## config.mk

```make
export PLATFORM = sky130hd
export DESIGN_NAME = zuc_stream_arbiter
export DESIGN_NICKNAME = d
export VERILOG_FILES = /design/src/rtl/zuc_pkg.sv /design/src/rtl/zuc_rr_pick.sv /design/src/rtl/zuc_stream_arbiter.sv
export SDC_FILE = /design/constraint.sdc
export NUM_CORES = 1
export LEC_CHECK = 0
export BUFFER_PORTS_ARGS = -buffer_cell sky130_fd_sc_hd__buf_4
export CORE_AREA = 2 2 83 85
export CTS_CLUSTER_DIAMETER = 50
export DETAILED_ROUTE_END_ITERATION = 8
export DIE_AREA = 0 0 85 87
export PLACE_DENSITY_LB_ADDON = 0.1
export SYNTH_ARGS = -nofsm -noshare
export SYNTH_HDL_FRONTEND = slang
export SYNTH_SLANG_ARGS = --single-unit
```

## constraint.sdc

```tcl
create_clock -name clk -period 2.1 [get_ports clk]
set_input_delay 0.105 -clock clk [delete_from_list [all_inputs] [get_ports clk]]
set_output_delay 0.105 -clock clk [all_outputs]
set_load 0.005 [all_outputs]
```

## src/rtl/zuc_pkg.sv

```systemverilog
// Shared helpers for the ZUC stream fabric.
package zuc_pkg;

  function automatic int clog2(input int n);
    int r;
    r = 0;
    while ((1 << r) < n) r++;
    return r;
  endfunction

endpackage

```

## src/rtl/zuc_rr_pick.sv

```systemverilog
// Round-robin picker: first requester strictly after ptr, wrapping to 0.
module zuc_rr_pick #(
  parameter int nreq = 4,
  parameter int idw  = 2
) (
  input  logic [nreq-1:0] req,
  input  logic [idw-1:0]  ptr,
  output logic [nreq-1:0] onehot,
  output logic [idw-1:0]  idx,
  output logic            any
);

  // Outer loop walks priority distance, inner loop finds the requester at that distance.
  always_comb begin
    onehot = '0;
    idx    = '0;
    any    = 1'b0;
    for (int k = 1; k <= nreq; k++) begin
      for (int i = 0; i < nreq; i++) begin
        if (!any && req[i] &&
            ((int'(ptr) + k == i) || (int'(ptr) + k == i + nreq))) begin
          any       = 1'b1;
          onehot[i] = 1'b1;
          idx       = idw'(i);
        end
      end
    end
  end

endmodule

```

## src/rtl/zuc_stream_arbiter.sv

```systemverilog
// Packet-locked round-robin arbiter feeding one shared stream pipeline
// through a single registered output stage.
module zuc_stream_arbiter
  import zuc_pkg::*;
#(
  parameter int dw   = 32,
  parameter int nreq = 4,
  parameter int idw  = 2
) (
  input  logic               clk,
  input  logic               resetn,
  input  logic [nreq-1:0]    s_valid,
  output logic [nreq-1:0]    s_ready,
  input  logic [nreq*dw-1:0] s_data,
  input  logic [nreq-1:0]    s_last,
  output logic               m_valid,
  input  logic               m_ready,
  output logic [dw-1:0]      m_data,
  output logic               m_last,
  output logic [idw-1:0]     m_id,
  output logic [nreq-1:0]    grant
);

  if (idw != clog2(nreq)) begin : g_bad_idw
    $error("zuc_stream_arbiter: idw must equal clog2(nreq)");
  end

  typedef enum logic {IDLE, LOCKED} state_t;

  state_t          state;
  logic [idw-1:0]  ptr;
  logic [idw-1:0]  owner;
  logic [nreq-1:0] pick_oh;
  logic [idw-1:0]  pick_idx;
  logic            pick_any;
  logic            out_free;
  logic            own_fire;
  logic [dw-1:0]   own_data;
  logic            own_last;

  zuc_rr_pick #(.nreq(nreq), .idw(idw)) u_pick (
    .req    (s_valid),
    .ptr    (ptr),
    .onehot (pick_oh),
    .idx    (pick_idx),
    .any    (pick_any)
  );

  assign out_free = !m_valid || m_ready;
  assign s_ready  = (state == LOCKED && out_free) ? grant : '0;
  assign own_fire = |(s_valid & s_ready);

  // Mux the owner's beat using the one-hot grant rather than an index.
  always_comb begin
    own_data = '0;
    own_last = 1'b0;
    for (int i = 0; i < nreq; i++) begin
      if (grant[i]) begin
        own_data = s_data[i*dw +: dw];
        own_last = s_last[i];
      end
    end
  end

  always_ff @(posedge clk) begin
    if (!resetn) begin
      state   <= IDLE;
      ptr     <= idw'(nreq - 1);
      owner   <= '0;
      grant   <= '0;
      m_valid <= 1'b0;
    end else begin
      if (own_fire)
        m_valid <= 1'b1;
      else if (m_ready)
        m_valid <= 1'b0;
      case (state)
        IDLE: begin
          if (pick_any) begin
            state <= LOCKED;
            grant <= pick_oh;
            owner <= pick_idx;
          end
        end
        LOCKED: begin
          // Releasing on the last accepted beat forces one IDLE cycle between packets.
          if (own_fire && own_last) begin
            state <= IDLE;
            ptr   <= owner;
            grant <= '0;
          end
        end
        default: state <= IDLE;
      endcase
    end
  end

  // Payload is meaningful only under m_valid, so it carries no reset.
  always_ff @(posedge clk) begin
    if (own_fire) begin
      m_data <= own_data;
      m_last <= own_last;
      m_id   <= owner;
    end
  end

endmodule

```

# ---- Word-level counts from Yosys, hierarchy flattened
# Index checks and enable logic that the tools add are counted.
dict set report word_totals {
  regBits 45
  elab_cells 182
}
dict set report op_classes {
  n_addsub 4
  n_eq_ne 30
  muxes 63
  bitwise_logic 2
  n_reduce_logical 75
}
# op n
set ops {}
lappend ops {{$eq A32 B4 Y1 const B} 16}
lappend ops {{$eq A32 B3 Y1 const B} 8}
lappend ops {{$eq A32 B2 Y1 const B} 4}
lappend ops {{$logic_not A32 Y1} 4}
lappend ops {{$mux W32} 4}
lappend ops {{$mux W1} 40}
lappend ops {{$logic_and A1 B1 Y1} 33}
lappend ops {{$mux W2} 14}
lappend ops {{$logic_or A1 B1 Y1} 17}
lappend ops {{$logic_not A1 Y1} 16}
lappend ops {{$mux W4} 3}
lappend ops {{$pmux W4 S2} 1}
lappend ops {{$add A2 B2 Y3 const B} 2}
lappend ops {{$reduce_and A2 Y1} 3}
lappend ops {{$add A2 B3 Y4 const B} 1}
lappend ops {{$and A4 B4 Y4} 1}
lappend ops {{$reduce_or A4 Y1} 1}
lappend ops {{$add A2 B1 Y3 const B} 1}
lappend ops {{$ne A2 B1 Y1 const B} 1}
lappend ops {{$ne A2 B2 Y1 const B} 1}
lappend ops {{$pmux W1 S2} 1}
lappend ops {{$reduce_bool A2 Y1} 1}
lappend ops {{$not A1 Y1} 1}

# ---- Longest topological paths before layout
# Gate-level depths: netlist (run 1).
dict set report logic_depth {
  depth_word 67
  depth_mapped 6
}

# ---- Hierarchy
# A second synthesis (run 1) with hierarchy kept.
dict set report hier_totals {
  cells_unflattened 270
  hier_area_um2 2676.3
}
# module n_inst cells_per_inst area_per_inst_um2 seq_area_each_um2
set modules_own_cells {}
lappend modules_own_cells {zuc_stream_arbiter 1 243 2504.9 1251.2}
lappend modules_own_cells {zuc_rr_pick 1 27 171.4 0.0}

# ---- Least setup slack after synthesis (run 1)
# No wires, ideal clock.
dict set report synth_path {
  path_kind {reg2reg}
  from {register grant[1]}
  to {register m_data[0], enable pin}
  setup_time_ns 0.390
  arrival_time_ns 1.417
  required_ns 1.710
  path_slack_ns 0.293
  stages_incl_launch_ff 5
  n_path_buf 1
  synth_period_minus_slack_ns 1.807
  cell_sequence {dfxtp_1 buf_6 a22o_4 o211ai_4 inv_1}
}
dict set report synth_between {
  elab_chain_len 3
}
# item line
set synth_lines {}
lappend synth_lines {{start, declared} zuc_stream_arbiter.sv:21} ;# output logic [nreq-1:0] grant
lappend synth_lines {{start signal, assigned} zuc_stream_arbiter.sv:81} ;# grant <= pick_oh;
lappend synth_lines {{$mux W4} zuc_stream_arbiter.sv:50} ;# assign s_ready = (state == LOCKED && out_free) ? grant : '0;
lappend synth_lines {{$and A4 B4 Y4} zuc_stream_arbiter.sv:51} ;# assign own_fire = |(s_valid & s_ready);
lappend synth_lines {{$reduce_or A4 Y1} zuc_stream_arbiter.sv:51}
lappend synth_lines {{named net own_fire} zuc_stream_arbiter.sv:37} ;# logic own_fire;
lappend synth_lines {{end signal, assigned} zuc_stream_arbiter.sv:101} ;# m_data <= own_data;
lappend synth_lines {{end, declared} zuc_stream_arbiter.sv:18} ;# output logic [dw-1:0] m_data,
# The timed path passes the listed nets, and every way through them passes these cells.
# A chain may end at the register's enable or synchronous reset.

# ---- Worst setup path after layout (run 1)
dict set report layout_path {
  from {register grant[3]}
  to {register ptr[0]}
}
dict set report layout_between {
  elab_chain_len 5
  word_cells_on_any_way 6
}
# item line
set layout_lines {}
lappend layout_lines {{$mux W4} zuc_stream_arbiter.sv:50}
lappend layout_lines {{$and A4 B4 Y4} zuc_stream_arbiter.sv:51}
lappend layout_lines {{$reduce_or A4 Y1} zuc_stream_arbiter.sv:51}
lappend layout_lines {{$logic_and A1 B1 Y1 *} zuc_stream_arbiter.sv:87} ;# if (own_fire && own_last) begin
lappend layout_lines {{$reduce_and A2 Y1 (no line) *} n/a}
lappend layout_lines {{end signal, assigned} zuc_stream_arbiter.sv:68} ;# ptr <= idw'(nreq - 1);
lappend layout_lines {{end signal, assigned} zuc_stream_arbiter.sv:89} ;# ptr <= owner;
lappend layout_lines {{end, declared} zuc_stream_arbiter.sv:31} ;# logic [idw-1:0] ptr;
# Mark *: on every way between the ends. The rest lies on a longest branch, timed or not.

==> flow_metrics.env, run 1 <==
export IMPL_grt_pass1_vias=2534
export IMPL_drt_pass1_iterations=4
export IMPL_yosys_area_top_type_share_pct=39.3
export IMPL_dp_hpwl_um=6410
export IMPL_yosys_warnings=0
export IMPL_relSlewSlack_pct=61.9
export IMPL_final_common_cell="buf_4"
export IMPL_report_final_slew_viol_count=0
export IMPL_multi_input_area_um2=1270
export IMPL_overflow=0
export IMPL_syn_cell_area_um2=2670
export IMPL_place_inst=508
export IMPL_yosys_area_share_simple_pct=17.2
export IMPL_drt_iter0_markers=128
export IMPL_synth_top_family_by_area="compound AO/OA/AOI/OAI gates"
export IMPL_utilization_pct=63.7
export IMPL_coreArea_um2=6570
export IMPL_powerDensity_nw_per_um2=508
export IMPL_syn_inst=265
export IMPL_drive_gt1_share_pct=47.5
export IMPL_drtAntennaViolNets=0
export IMPL_cpPeakStageDelay_ns=0.60
export IMPL_clock_fmax_mhz=565
export IMPL_synthTopCellsByArea="edfxtp_1 (39%), a221oi_1 (10%), o31ai_1 (9.0%)"
export IMPL_antenna_found_initial=0
export IMPL_die_y_um=87
export IMPL_worst_ep_required_time_ns=2.33
export IMPL_yosys_area_share_xor_xnor_pct=0
export IMPL_rrSetupSlack_ns=0.33
export IMPL_crit_type="flop to flop"
export IMPL_synth_area_per_cell_um2=10.1
export IMPL_hp_class="primary input to flop"
export IMPL_period_share_pct=84.3
export IMPL_drt_wirelength_per_cell_um=16.8
export IMPL_clock_latency_ns=0.29
export IMPL_synthMuxAreaShare_pct=1.12
export IMPL_gr_usage_all_layers_pct=22.5
export IMPL_n_fill_cell=592
export IMPL_n_antenna_cell=0
export IMPL_layout_common_cells="buf_4 (192), edfxtp_1 (35), nand2_1 (34), nor2b_1 (33)"
export IMPL_cts_tree="yes"
export IMPL_path_cells="a22o_4 -> o211ai_4 -> a2111oi_4 -> mux2i_1"
export IMPL_cp_max_fo=21
export IMPL_path_clk_slew_ns=0.09
export IMPL_worst_slew_pin_slew_ns=0.572
export IMPL_cts_root_buf="clkbuf_8"
export IMPL_clkSinkCount=45
export IMPL_io_pins=183
export IMPL_start_kind="flop"
export IMPL_post_cts_repair_setup_buffers=0
export IMPL_chipWidth_um=85
export IMPL_grt_max_degree=39
export IMPL_yosysSeqAreaShare_pct=46.8
export IMPL_synth_ff_type="edfxtp_1"
export IMPL_synth_seq_cells=45
export IMPL_yosys_area_share_adder_pct=0
export IMPL_vdd_ir_drop_max_uv=320
export IMPL_vias_per_cell=5.43
export IMPL_arrival_ns=1.99
export IMPL_start_util_pct=40.7
export IMPL_crit_buf_inv=0
export IMPL_leakage_nw=1.76
export IMPL_clock_skew_ns=0.00767
export IMPL_cp_depth=4
export IMPL_setup_viol=0
export IMPL_rr_worst_depth=4
export IMPL_seq_area_um2=1250
export IMPL_hold_viol=0
export IMPL_period_minus_slack_ns=1.77
export IMPL_rsz0062_at_grt="no"
export IMPL_power_mw=2.12
export IMPL_maxCapViolations=0
export IMPL_synthArstFlopShare_pct=0
export IMPL_synth_area_leader_cell="edfxtp_1"
export IMPL_synth_compound_area_share_pct=29.2
export IMPL_grt_pass1_wl_um=13200
export IMPL_outcome="complete, no violations"
export IMPL_critPathTopFamily="compound AO/OA/AOI/OAI gates"
export IMPL_place_congestion=0.833
export IMPL_io_buffers=182
export IMPL_syn_to_final_growth_pct=56.5
export IMPL_syn_nets=404
export IMPL_cp_slowest_cell="a2111oi_4"
export IMPL_vias=2803
export IMPL_cts_max_level=2
export IMPL_stdcell_count=516
export IMPL_hold_buffers=0
export IMPL_cts_buffers_inserted=5
export IMPL_synth_edf_count=35
export IMPL_hold_depth=3
export IMPL_fin_nets=574
export IMPL_post_cts_resized=0
export IMPL_cp_end_kind="flop"
export IMPL_die_area_um2=7400
export IMPL_clock_path_buffers=2
export IMPL_rows=30
export IMPL_drcViolationCount=0
export IMPL_drt_wl_total_um=8660
export IMPL_ys_types=39
export IMPL_finalSetupTns_ns=0
-- state kept, by name, summed over array words and instances, names as in the netlist --
name,cells
m_valid,1
m_last,1
m_data,32
state,1
grant,4
owner,2
ptr,2
m_id,2
-- synth_stat cells (2+ instances only) --
| cell type | count |
|---|---|
| a31oi_1 | 2 |
| buf_4 | 5 |
| nand3_1 | 4 |
| o31ai_1 | 32 |
| o32ai_1 | 2 |
| edfxtp_1 | 35 |
| o21ai_0 | 5 |
| nand2_1 | 34 |
| nand2b_1 | 4 |
| dfxtp_1 | 10 |
| a22o_4 | 2 |
| and3_1 | 4 |
| nor2b_1 | 33 |
| nor2_1 | 7 |
| clkbuf_1 | 22 |
| a21oi_1 | 5 |
| a221oi_1 | 32 |
| mux2i_1 | 3 |
| inv_1 | 3 |
| o2111ai_1 | 2 |
-- where the power goes --
group | total, mW | switching, mW | internal, mW
logic | 0.494 | 0.199 | 0.294
clock network | 0.592 | 0.286 | 0.305
registers | 1.04 | 0.0233 | 1.01
total | 2.12 | 0.509 | 1.61
-- cell families (layout without fill, tap and decap cells) --
family	after synthesis	in the layout
AO/OA/AOI/OAI	94	94
AND/OR/NAND/NOR	90	90
flip-flops	45	45
buffers and inverters	33	204
multiplexers	3	3
-- per-stage QoR --
step                setup WS, ns  hold WS (ns)  area [µm²]
finish                     0.331        0.0807        4180
CTS                        0.312        0.0688        4180
global route               0.178        0.0863        4180
global placement           0.396         0.380        4080
floorplan                  0.293         0.243        2670
detailed placement         0.324         0.385        4080
-- tightest hold or removal path: cells and delay by family --
family | cells | cell delay, ns
simple gates | 1 | 0.04
buf+inv | 1 | 0.08
compound gates | 1 | 0.05
-- worst paths after layout --
kind	endpoint	from
max reg2reg	ptr[0]	grant[3]
min	m_data[4]	s_data[100]
max	ptr[0]	grant[3]
min reg2reg	m_id[1]	owner[1]
-- routing by layer --
metal / vias up / GRT usage (%) / routed length (µm)
li1: 1365 / - / -
met1: 1326 / 27.8 / 3550
met2: 103 / 40.5 / 4480
met3: 9 / 4.17 / 507
met4: 0 / 5.48 / 119
met5: - / 0 / 0
-- cell type report --
cell class / count / share of cell area (%)
well taps: 80 / 2.39
repair buffers: 192 / 34.5
clock inverters: 1 / 0.120
clock buffers: 7 / 2.33
multi-input cells: 187 / 30.4
inverters: 4 / 0.359
flip-flops and latches: 45 / 30.0
(Power assumes the default switching activity.)
==> inputs of run 2 (changes only) <==
==> constraint.sdc (replaced) <==
create_clock -name clk -period 1.81 [get_ports clk]
set_input_delay 0.0905 -clock clk [delete_from_list [all_inputs] [get_ports clk]]
set_output_delay 0.0905 -clock clk [all_outputs]
set_load 0.005 [all_outputs]
==> run 2 against run 1 <==
Combinational power rose by 19%; fmax rose by 6.3%; utilization barely moved; first-iteration DRC count rose by 10%; hold slack got worse by 0.023 ns; sequential share of layout area barely moved; wire length rose by 2.6%; count of clock-buffer cells in the layout rose by 1; setup slack got worse by 0.19 ns; clock power rose by 10%; global-route usage rose by 0.47 points; register-to-register slack got worse by 0.19 ns; critical path type unchanged; largest power group unchanged; highest routed layer unchanged.
==> flow_metrics.env, run 2 (same netlist as run 1, synthesis figures left out) <==
export IMPL_setup_viol=0
export IMPL_grt_pass1_wl_um=13400
export IMPL_place_congestion=0.895
export IMPL_worst_ep_required_time_ns=1.97
export IMPL_drive_gt1_share_pct=47.5
export IMPL_rsz0062_at_grt="no"
export IMPL_hold_depth=3
export IMPL_crit_type="flop to flop"
export IMPL_start_util_pct=40.7
export IMPL_cts_max_level=2
export IMPL_drt_pass1_iterations=4
export IMPL_grt_max_degree=39
export IMPL_grt_pass1_vias=2709
export IMPL_clock_path_buffers=2
export IMPL_coreArea_um2=6570
export IMPL_n_antenna_cell=0
export IMPL_largest_reg_flops=32
export IMPL_worst_slew_pin_slew_ns=0.589
export IMPL_drcViolationCount=0
export IMPL_rr_startpoint="grant[1]"
export IMPL_rrSetupSlack_ns=0.15
export IMPL_cp_max_fo=10
export IMPL_cp_end_kind="flop"
export IMPL_maxCapViolations=0
export IMPL_holdPathEnd="m_data[8]"
export IMPL_clock_latency_ns=0.31
export IMPL_worstHoldStart="s_data[104]"
export IMPL_period_minus_slack_ns=1.66
export IMPL_top_register="m_data"
export IMPL_powerDensity_nw_per_um2=582
export IMPL_relSlewSlack_pct=60.7
export IMPL_start_kind="flop"
export IMPL_fin_nets=576
export IMPL_hold_buffers=0
export IMPL_cts_buffers_inserted=5
export IMPL_vias=2840
export IMPL_largestRegisters="m_data x32, grant x4"
export IMPL_dp_hpwl_um=6610
export IMPL_drtAntennaViolNets=0
export IMPL_vdd_ir_drop_max_uv=388
export IMPL_clock_fmax_mhz=601
export IMPL_final_common_cell="buf_4"
export IMPL_drt_wl_total_um=8890
export IMPL_rr_worst_depth=5
export IMPL_io_buffers=182
export IMPL_post_cts_repair_setup_buffers=0
export IMPL_chipWidth_um=85
export IMPL_rows=30
export IMPL_gr_usage_all_layers_pct=22.9
export IMPL_die_y_um=87
export IMPL_drt_wirelength_per_cell_um=17.2
export IMPL_die_area_um2=7400
export IMPL_syn_to_final_growth_pct=56.6
export IMPL_hp_class="primary input to flop"
export IMPL_layout_common_cells="buf_4 (194), edfxtp_1 (35), nand2_1 (34), nor2b_1 (33)"
export IMPL_cts_root_buf="clkbuf_8"
export IMPL_path_clk_slew_ns=0.09
export IMPL_clock_skew_ns=0.00933
export IMPL_report_final_slew_viol_count=0
export IMPL_leakage_nw=1.76
export IMPL_overflow=0
export IMPL_clkSinkCount=45
export IMPL_outcome="complete, no violations"
export IMPL_io_pins=183
export IMPL_arrival_ns=1.83
export IMPL_drt_iter0_markers=141
export IMPL_worst_r2r_endpoint="grant[2]"
export IMPL_post_cts_resized=0
export IMPL_utilization_pct=63.7
export IMPL_cts_tree="yes"
export IMPL_finalSetupTns_ns=0
export IMPL_period_share_pct=92.0
export IMPL_vias_per_cell=5.48
export IMPL_antenna_found_initial=0
export IMPL_hold_viol=0
==> run 2: changes by cell type in the layout (fill, tap and decap cells not counted) <==
cell | before | now
buf_4 | 192 | 194
clkbuf_1 | 1 | 2
clkbuf_16 | 1 | 0
clkbuf_8 | 5 | 6
clkinv_2 | 1 | 0
==> run 2: critical path, cell delays in order, from the launching register on <==
cell,delay [ns]
dfxtp_1,0.40
buf_4,0.21
a211o_1,0.15
a21oi_2,0.05
a2111oi_4,0.55
o21ai_0,0.18
==> run 2: cell type report <==
type                       count  area [µm²]
tap                           80         100
sequential                    45        1250
timing repair buffer         194        1460
fill                         574        2380
multi-input combinational    187        1270
clock buffer                   8        90.1
inverter                       4        15.0
==> run 2: where the power goes <==
group          switching, mW  internal (mW)
Sequential            0.0201           1.18
Combinational          0.241          0.345
Clock                  0.340          0.312
==> run 2: worst max path at each step <==
stage | startpoint | endpoint | slack, ns | cells after the start
after floorplan | grant[1] | m_data[0] | 0.003 | 4
after global placement | grant[1] | grant[2] | 0.20 | 5
after detailed placement | grant[1] | grant[2] | 0.14 | 5
after CTS | grant[1] | grant[2] | 0.14 | 5
after global routing | grant[1] | grant[2] | 0.008 | 5
final | grant[1] | grant[2] | 0.15 | 5
==> run 2: routing by layer <==
layer	wire length (µm)	up-vias	part of all wire, %	track usage [%]
met5	0	-	0	0
met4	225	0	2.5	8.80
met3	679	17	7.6	4.83
met2	4620	140	52	39.8
met1	3360	1311	38	28.0
li1	-	1372	-	-
==> run 2: through the flow <==
step / cell area [µm²] / power (mW) / hold WS [ns] / worst slack [ns] / std cells
5_1_grt: 4190 / 2.53 / 0.0618 / 0.00752 / 518
2_1_floorplan: 2670 / 1.45 / 0.229 / 0.00318 / 265
3_5_place_dp: 4100 / 1.81 / 0.372 / 0.136 / 510
6_report: 4190 / 2.43 / 0.0572 / 0.145 / 518
3_3_place_gp: 4100 / 1.80 / 0.369 / 0.198 / 510
4_1_cts: 4190 / 2.46 / 0.0519 / 0.144 / 518
==> inputs of run 3 (changes only) <==
--- a/config.mk
+++ b/config.mk
@@ -5,11 +5,11 @@
 export SDC_FILE = /design/constraint.sdc
 export NUM_CORES = 1
 export LEC_CHECK = 0
+export ABC_AREA = 1
 export BUFFER_PORTS_ARGS = -buffer_cell sky130_fd_sc_hd__buf_4
-export CORE_AREA = 2 2 83 85
-export CTS_CLUSTER_DIAMETER = 50
+export CORE_AREA = 2 2 84 86
 export DETAILED_ROUTE_END_ITERATION = 8
-export DIE_AREA = 0 0 85 87
+export DIE_AREA = 0 0 86 88
 export PLACE_DENSITY_LB_ADDON = 0.1
 export SYNTH_ARGS = -nofsm -noshare
 export SYNTH_HDL_FRONTEND = slang
==> run 3 against run 2 <==
The flow now finishes with violations (setup timing); combinational power grew 17%; sequential cell count is the same; clock skew shrank 0.0024 ns; setup slack lost 0.27 ns; hold slack got worse by 0.0071 ns; die area is 2.3% higher; cell count grew 13%; area after synthesis rose by 1.8%; register-to-register slack got worse by 0.27 ns; count of clock-buffer cells in the layout stayed put; fmax shrank 14%.
==> flow_metrics.env, run 3 <==
export IMPL_power_frac_clock_pct=23.9
export IMPL_clkSinkCount=45
export IMPL_n_antenna_cell=0
export IMPL_synth_common_cells="nand2_1 (60), nor2_1 (49), edfxtp_1 (35)"
export IMPL_synth_edf_count=35
export IMPL_n_fill_cell=560
export IMPL_design_area_um2=4460
export IMPL_top_register="m_data"
export IMPL_power_internal_mw=1.84
export IMPL_setup_viol=6
export IMPL_synth_area_per_cell_um2=8.64
export IMPL_outcome="complete, but fails checks"
export IMPL_rrSetupSlack_ns=-0.12
export IMPL_fin_ws_ns=-0.121
export IMPL_overflow=0
export IMPL_worst_ep_required_time_ns=2.04
export IMPL_arrival_ns=2.16
export IMPL_cpPeakStageDelay_ns=0.38
export IMPL_holdPathEnd="ptr[0]"
export IMPL_synth_seq_cells=45
export IMPL_cp_end_kind="flop"
export IMPL_chipWidth_um=86
export IMPL_start_util_pct=40.9
export IMPL_dp_hpwl_um=7290
export IMPL_drtAntennaViolNets=0
export IMPL_yosysSeqAreaShare_pct=46.0
export IMPL_drt_iter0_markers=104
export IMPL_vdd_ir_drop_max_uv=346
export IMPL_rr_worst_depth=11
export IMPL_hold_viol=0
export IMPL_cp_slowest_cell="dfxtp_4"
export IMPL_yosys_warnings=0
export IMPL_place_congestion=0.916
export IMPL_cp_depth=11
export IMPL_rr_startpoint="ptr[1]"
export IMPL_clock_skew_ns=0.00694
export IMPL_clock_path_buffers=2
export IMPL_p_seq_share_pct=48.6
export IMPL_coreArea_um2=6640
export IMPL_start_kind="flop"
export IMPL_largestRegisters="m_data x32, grant x4"
export IMPL_syn_to_final_growth_pct=63.9
export IMPL_rsz0062_at_grt="yes"
export IMPL_crit_path_frequent_cell="nand4_4"
export IMPL_cts_max_level=2
export IMPL_vias=3174
export IMPL_period_minus_slack_ns=1.93
export IMPL_power_mw=2.49
export IMPL_worst_slew_pin_slew_ns=0.513
export IMPL_die_area_um2=7570
export IMPL_clock_latency_ns=0.30
export IMPL_drt_wirelength_per_cell_um=16.6
export IMPL_syn_cell_area_um2=2720
export IMPL_hold_depth=2
export IMPL_ys_types=29
export IMPL_vias_per_cell=5.42
export IMPL_synthTopCellsByArea="edfxtp_1 (39%), a221oi_1 (11%), o31ai_1 (9.1%)"
export IMPL_violations="setup timing"
export IMPL_io_buffers=182
export IMPL_drcViolationCount=0
export IMPL_io_pins=183
export IMPL_crit_buf_inv=0
export IMPL_cts_buffers_inserted=5
export IMPL_synth_area_leader_cell="edfxtp_1"
export IMPL_synth_ff_type="edfxtp_1"
export IMPL_dpl_instance_area_um2=4290
export IMPL_rows=30
export IMPL_worstHoldStart="resetn"
export IMPL_leakage_nw=1.95
export IMPL_drive_gt1_share_pct=49.0
export IMPL_die_y_um=88
export IMPL_period_share_pct=107
export IMPL_maxCapViolations=0
export IMPL_grt_max_degree=55
export IMPL_synthArstFlopShare_pct=0
export IMPL_clock_fmax_mhz=518
export IMPL_syn_inst=315
export IMPL_finalSetupTns_ns=-0.546
export IMPL_relSlewSlack_pct=65.8
export IMPL_gr_usage_all_layers_pct=24.3
export IMPL_powerDensity_nw_per_um2=559
export IMPL_drt_wl_total_um=9730
export IMPL_path_clk_slew_ns=0.08
export IMPL_cp_max_fo=7
export IMPL_critPathTopFamily="simple AND/OR/NAND/NOR gates"
export IMPL_cts_tree="yes"
export IMPL_report_final_slew_viol_count=0
export IMPL_final_common_cell="buf_4"
export IMPL_switching_share_pct=26.1
export IMPL_yosys_area_top_type_share_pct=38.6
export IMPL_layout_common_cells="buf_4 (205), nand2_1 (56), nor2_1 (42), edfxtp_1 (35)"
export IMPL_yosys_cell_count_top_type="nand2_1"
export IMPL_startpoint="ptr[1]"
export IMPL_largest_reg_flops=32
export IMPL_utilization_pct=67.1
export IMPL_grt_pass1_wl_um=14400
export IMPL_cts_root_buf="clkbuf_8"
export IMPL_p_comb_share_pct=27.5
export IMPL_hold_buffers=0
export IMPL_path_cells="nand3_1 -> nand3_4 -> nor3_4 -> nand4_4 -> nor2_4 -> nand4_4 -> nor2_4 -> nand4_4 -> nand2_4 -> nand3_1 -> a21oi_1"
export IMPL_crit_type="flop to flop"
export IMPL_worst_r2r_endpoint="grant[1]"
export IMPL_fin_nets=644
export IMPL_drt_pass1_iterations=4
export IMPL_grt_pass1_vias=2987
export IMPL_syn_nets=454
export IMPL_hp_class="primary input to flop"
export IMPL_antenna_found_initial=0
export IMPL_switchingPower_uw=651
[run 3: power groups by stage]
stage / clock network, mW / registers, mW / logic (mW)
6_report: 0.596 / 1.21 / 0.686
5_1_grt: 0.653 / 1.22 / 0.747
4_1_cts: 0.611 / 1.21 / 0.679
3_5_place_dp: 0 / 1.24 / 0.671
3_3_place_gp: 0 / 1.23 / 0.658
2_1_floorplan: 0 / 1.23 / 0.281
[run 3: how the worst max path moves through the flow]
stage | to
after CTS | grant[1]
after global placement | grant[3]
after global routing | grant[1]
after detailed placement | grant[2]
final | grant[1]
after floorplan | grant[3]
[run 3: cell type report]
class | count | area [µm²] | share of cell area, %
Inverter | 23 | 93.8 | 2.10
Sequential cell | 45 | 1260 | 28.3
Clock buffer | 8 | 80.1 | 1.80
Tap cell | 80 | 100 | 2.24
Multi-Input combinational cell | 224 | 1360 | 30.6
Timing Repair Buffer | 206 | 1560 | 35.0
[run 3: repair_timing]
item	CTS	global route
buffers inserted	2	2
pin swaps	3	2
resized for setup	9	7
endpoints found under the setup margin	7	8
[run 3: cells by family after synthesis]
family	synth area share, %
buffers and inverters	6.62
AO/OA/AOI/OAI	22.3
flip-flops	46.0
AND/OR/NAND/NOR	25.1
[run 3: per-layer routing]
layer,wire (µm),global-route usage [%],vias to the layer above
met2,5110,44.0,134
met5,0,0,-
met1,3690,28.3,1490
li1,-,-,1537
met3,767,5.56,13
met4,166,8.23,0
[run 3: stage by stage]
| stage | hold WS, ns | worst slack, ns | std cells |
|---|---|---|---|
| after floorplan | 0.175 | -0.749 | 315 |
| after global placement | 0.349 | -0.0603 | 574 |
| after detailed placement | 0.352 | -0.175 | 574 |
| after CTS | 0.0406 | -0.0806 | 584 |
| after global routing | 0.0448 | -0.227 | 586 |
| final | 0.0501 | -0.121 | 586 |
